### src/rtl/ram_loader.sv
// Streams 2^ADDR_WIDTH words into a RAM and optionally reads them back to compare checksums.
// Write lands one cycle after accept (1 word/cycle); byte_ready is high only in LOAD, so the source just holds valid.
module ram_loader #(
  parameter int ADDR_WIDTH = 4,
  parameter int DATA_WIDTH = 8,
  parameter int VERIFY     = 1
) (
  input  logic                  clk,
  input  logic                  rst_n,
  input  logic                  start,
  input  logic                  byte_valid,
  input  logic [DATA_WIDTH-1:0] byte_data,
  output logic                  byte_ready,
  output logic                  ram_we,
  output logic [ADDR_WIDTH-1:0] ram_addr,
  output logic [DATA_WIDTH-1:0] ram_wdata,
  input  logic [DATA_WIDTH-1:0] ram_rdata,
  output logic                  cpu_hold,
  output logic                  busy,
  output logic                  done,
  output logic                  error
);

  localparam logic [ADDR_WIDTH-1:0] LAST_ADDR = '1;

  typedef enum logic [2:0] {
    IDLE,
    LOAD,
    FLUSH,
    RD_ISSUE,
    RD_CHECK,
    DONE
  } state_t;

  state_t                state, state_nxt;
  logic                  accept;
  logic                  clear;
  logic [ADDR_WIDTH-1:0] wcnt, rcnt;
  logic [DATA_WIDTH-1:0] wsum, rsum, rsum_nxt;

  always_ff @(posedge clk or negedge rst_n) begin
    if (!rst_n) begin
      state <= IDLE;
    end else begin
      state <= state_nxt;
    end
  end

  always_comb begin
    state_nxt  = state;
    byte_ready = 1'b0;
    busy       = 1'b0;
    accept     = 1'b0;
    clear      = 1'b0;
    case (state)
      IDLE, DONE: begin
        if (start) begin
          state_nxt = LOAD;
          clear     = 1'b1;
        end
      end
      LOAD: begin
        byte_ready = 1'b1;
        busy       = 1'b1;
        accept     = byte_valid;
        if (byte_valid && (wcnt == LAST_ADDR)) begin
          state_nxt = FLUSH;
        end
      end
      FLUSH: begin
        busy      = 1'b1;
        state_nxt = (VERIFY != 0) ? RD_ISSUE : DONE;
      end
      RD_ISSUE: begin
        busy      = 1'b1;
        state_nxt = RD_CHECK;
      end
      RD_CHECK: begin
        busy      = 1'b1;
        state_nxt = (rcnt == LAST_ADDR) ? DONE : RD_ISSUE;
      end
      default: state_nxt = IDLE;
    endcase
  end

  assign cpu_hold = busy;
  assign rsum_nxt = rsum + ram_rdata;

  always_ff @(posedge clk or negedge rst_n) begin
    if (!rst_n) begin
      ram_we    <= 1'b0;
      ram_addr  <= '0;
      ram_wdata <= '0;
      wcnt      <= '0;
      rcnt      <= '0;
      wsum      <= '0;
      rsum      <= '0;
      done      <= 1'b0;
      error     <= 1'b0;
    end else begin
      ram_we <= accept;
      if (clear) begin
        wcnt  <= '0;
        rcnt  <= '0;
        wsum  <= '0;
        rsum  <= '0;
        done  <= 1'b0;
        error <= 1'b0;
      end
      if (accept) begin
        ram_addr  <= wcnt;
        ram_wdata <= byte_data;
        wcnt      <= wcnt + 1'b1;
        wsum      <= wsum + byte_data;
      end
      // Read address is registered so it is on the bus for the whole RD_ISSUE cycle.
      if (state_nxt == RD_ISSUE) begin
        ram_addr <= (state == RD_CHECK) ? rcnt + 1'b1 : rcnt;
      end
      if (state == RD_CHECK) begin
        rsum <= rsum_nxt;
        rcnt <= rcnt + 1'b1;
      end
      if ((state != DONE) && (state_nxt == DONE)) begin
        done  <= 1'b1;
        error <= (VERIFY != 0) ? (rsum_nxt != wsum) : 1'b0;
      end
    end
  end

endmodule

### config.mk
export PLATFORM = sky130hd
export DESIGN_NAME = ram_loader
export DESIGN_NICKNAME = d
export VERILOG_FILES = /design/src/rtl/ram_loader.sv
export SDC_FILE = /design/constraint.sdc
export NUM_CORES = 1
export LEC_CHECK = 0
export ABC_AREA = 1
export CORE_ASPECT_RATIO = 0.7
export CORE_MARGIN = 4
export CORE_UTILIZATION = 50
export CTS_CLUSTER_SIZE = 14
export DETAILED_ROUTE_END_ITERATION = 10
export DONT_BUFFER_PORTS = 1
export HOLD_SLACK_MARGIN = 0.1
export PLACE_DENSITY = 0.68
export SLEW_MARGIN = 10
export SYNTH_ARGS = -nofsm -noshare
export SYNTH_HDL_FRONTEND = slang
export SYNTH_SLANG_ARGS = --single-unit
### constraint.sdc
create_clock -name clk -period 1.8 [get_ports clk]
set_input_delay 0.54 -clock clk [delete_from_list [all_inputs] [get_ports clk]]
set_output_delay 0.54 -clock clk [all_outputs]
set_load 0.01 [all_outputs]
==> metrics <==
outcome=finished with violations; violated checks=setup timing; worst hold path class=in -> reg; slack of the critical path=-0.0960 ns; number of cells produced by synthesis=333; top cells by area, synth=dfrtp_1 41%, nand2_1 14%, nand3_1 9.0%; top-area cell type share of the netlist area=0.410; Min-Delay Startpoint=start; Tightest Pin Transition=~0.42 ns; area enclosed by the die boundary=6360 µm²; XOR/XNOR share of the synthesized area=0.0205; maximum clock frequency=around 530 MHz; number of enable flip-flop cells after synthesis=0; antenna viol nets, final=0; pin count of the biggest net entering global routing=between 40 and 50; later-pin clock latency in the skew report=0.30 ns; final number of setup-violating endpoints=1; series of cell instances along the critical path=ha_2, fa_1, nand3_1, nand2_1, nand2_1, nand2_1, nand2_1, nand2_1, nor2_1, nand3_1, nor2_1, nor2_1; type of the setup path with the least slack=reg -> reg; total congestion overflow after global routing=0; input/output buffers=0; number of pins with negative max-slew slack in the final report=0; worst setup skew after layout=roughly 0.0053 ns; Routed Wire Length=5900 µm; largest family of logic cells by synthesized area=simple AND/OR/NAND/NOR gates; required time worst endpoint=just under 2 ns; warning count from the yosys run=0; FF+latch count, synth=42; startpoint of the lowest-slack register-to-register path=rsum[0]; Yosys cell types=31; Post-synth top cells=97 x nand2_1, 46 x nand3_1, 42 x dfrtp_1, 34 x inv_1; leak pwr=1.58 nW; per-cell routed wire length=approximately 14 µm; remaining design rule violation count=0; most used standard cell by instance count after synthesis=nand2_1; TritonCTS clock tree=done; Detailed Routing Iterations Pass 1=4; first element of the critical path=rsum[0]; starting utilization of the core area=0.528; maximum fanout encountered on the critical timing path=3; total number of vias=2292; mux cell area share after synthesis=0; largest incremental delay on the critical path=around 0.42 ns; Inst Count DP=424; total placed instance area=about 2800 µm²; number of failing hold endpoints at the final stage=0; number of antenna violations at the first check in global routing=0; final cell area excluding filler cells=approximately 3000 µm²; final period demand of the worst path=roughly 1.9 ns; nature of the critical path endpoint=flop; # IOs=38; post-synthesis share of cell area spent on and, or, nand and nor gates=0.293; Core ar.=~5000 µm²; share of synthesized cell area in full adder, half adder and majority cells=0.0985; Initial DRC Count=roughly 110; via-per-instance ratio=between 5 and 6; post-synthesis average cell area=roughly 7.7 µm²; largest vdd supply drop=~860 µV; compound-cell area share of the yosys netlist=0.105; total number of placement rows=21; startpoint types=flop; post-synthesis sequential area ratio=0.410; total power per unit cell area=1310 nW/µm²; RSZ-0062 raised after global routing=yes; placed wire-length estimate=around 4400 µm; Max transition margin=0.717; TritonCTS sink count=42; most area-hungry cell type in the Yosys netlist=dfrtp_1; Crit path buffers/inverters=0; period utilization=1.05; crit-path leading delay family=simple AND/OR/NAND/NOR gates; fraction of layout cells with a size suffix above 1=0.180; Max Cap Violations=0; # nets final=approximately 400; net count of the mapped netlist=between 300 and 400; area of the mapped netlist=about 2600 µm²; die width=between 90 and 100 µm; clock transition at the registers of the reported paths=0.08 ns; clock root buffer=clkbuf_8; Crit-path slowest cell=fa_1; number of diodes=0; Main synth FF type=dfrtp_1; global-route usage over all layers=0.202; H-tree level count=2; data arrival time at the worst-slack endpoint=2.09 ns; global-route wire length before repair=between 9000 and 10000 µm; async set-reset flop share out of synthesis=1.00; vias in the first global route=between 2000 and 2500; Max Buffers Root-to-Sink=2; signed area change from the synthesized netlist to the final layout=17.9%; CP most frequent cell=nand2_1; placer's final routability congestion estimate=0.809; non-filler instance count after layout=between 400 and 500; DIE HEIGHT=slightly below 70 µm; number of CTS-inserted buffers=5
==> layout by cell type, fill, tap and decap left out, types with 7 or more instances in the layout <==
master / netlist / routed
inv_1: 34 / 34
nand2_1: 97 / 96
a21oi_1: 14 / 13
nor2_1: 10 / 10
ha_1: 17 / 14
nand3_1: 46 / 45
o21ai_0: 17 / 16
buf_4: 1 / 31
o21ai_1: 6 / 7
dfrtp_1: 42 / 40
==> per-layer routing <==
| layer | share of wire | GRT usage |
|---|---|---|
| met4 | 0.013 | 0.0595 |
| met1 | 0.47 | 0.271 |
| met3 | 0.045 | 0.0473 |
| met5 | 0 | 0 |
| met2 | 0.47 | 0.329 |
==> worst paths after layout <==
path | to | slack (ns) | cells after the start
max in group asynchronous | state[1] | 0.85 | 2
min in group asynchronous | ram_wdata[7] | 0.73 | 2
hold / removal | rcnt[2] | 0.31 | 1
setup / recovery | error | -0.1 | 12
hold reg to reg | rsum[3] | 0.52 | 2
setup reg to reg | error | -0.1 | 12
==> worst reg2reg max path, stage by stage, from the launching register on <==
cell	delay, ns
dfrtp_1	0.39
ha_2	0.18
fa_1	0.42
nand3_1	0.12
nand2_1	0.08
nand2_1	0.09
nand2_1	0.07
nand2_1	0.05
nand2_1	0.05
nor2_1	0.11
nand3_1	0.09
nor2_1	0.09
nor2_1	0.04
==> report_power, final <==
part | total [W] | switching (W) | internal (W)
Combinational | 0.00176 | 0.00101 | 0.000753
Sequential | 0.00154 | 0.000302 | 0.00124
Clock | 0.000644 | 0.000336 | 0.000308
Total | 0.00395 | 0.00165 | 0.00230
==> layout make-up <==
type                    count  area (µm²)
fillers                   426        1840
multi-input cells         243        1380
flip-flops and latches     42        1050
repair buffers             33         263
inverters                  40         150
well taps                  69        86.3
clock buffers               6        82.6
clock inverters             2        12.5
==> registers in the layout, summed over array words and instances, names as in the netlist <==
name	cells
error	1
rsum	8
state	3
ram_we	1
done	1
ram_addr	4
wcnt	4
rcnt	4
wsum	8
ram_wdata	8
==> logic make-up after synthesis <==
logic type	count (synthesis)
compound gates	48
xor+xnor	6
fa+ha+maj	19
buf+inv	48
flops	42
simple gates	170
==> repair_timing <==
| action | 4_1_cts | 5_1_grt |
|---|---|---|
| endpoints found under the setup margin | 5 | 9 |
| buffers inserted | 0 | 1 |
| pin swaps | 1 | 1 |
| endpoints found under the hold margin | 42 | 0 |
| hold buffers | 2 | 0 |
| gates resized for setup | 6 | 9 |
==> per-stage QoR <==
stage	util	total power (W)	hold WS, ns	TNS (ns)	setup WS [ns]
floorplan	-	0.00272	0.244	-0.184	-0.127
global placement	0.584	0.00315	0.245	-0.477	-0.250
detailed placement	0.584	0.00321	0.245	-0.577	-0.308
CTS	0.615	0.00394	0.300	-0.134	-0.134
global route	0.622	0.00431	0.298	-0.319	-0.270
finish	0.622	0.00395	0.313	-0.0960	-0.0960
Note: power is estimated with default switching activity, not from simulation.
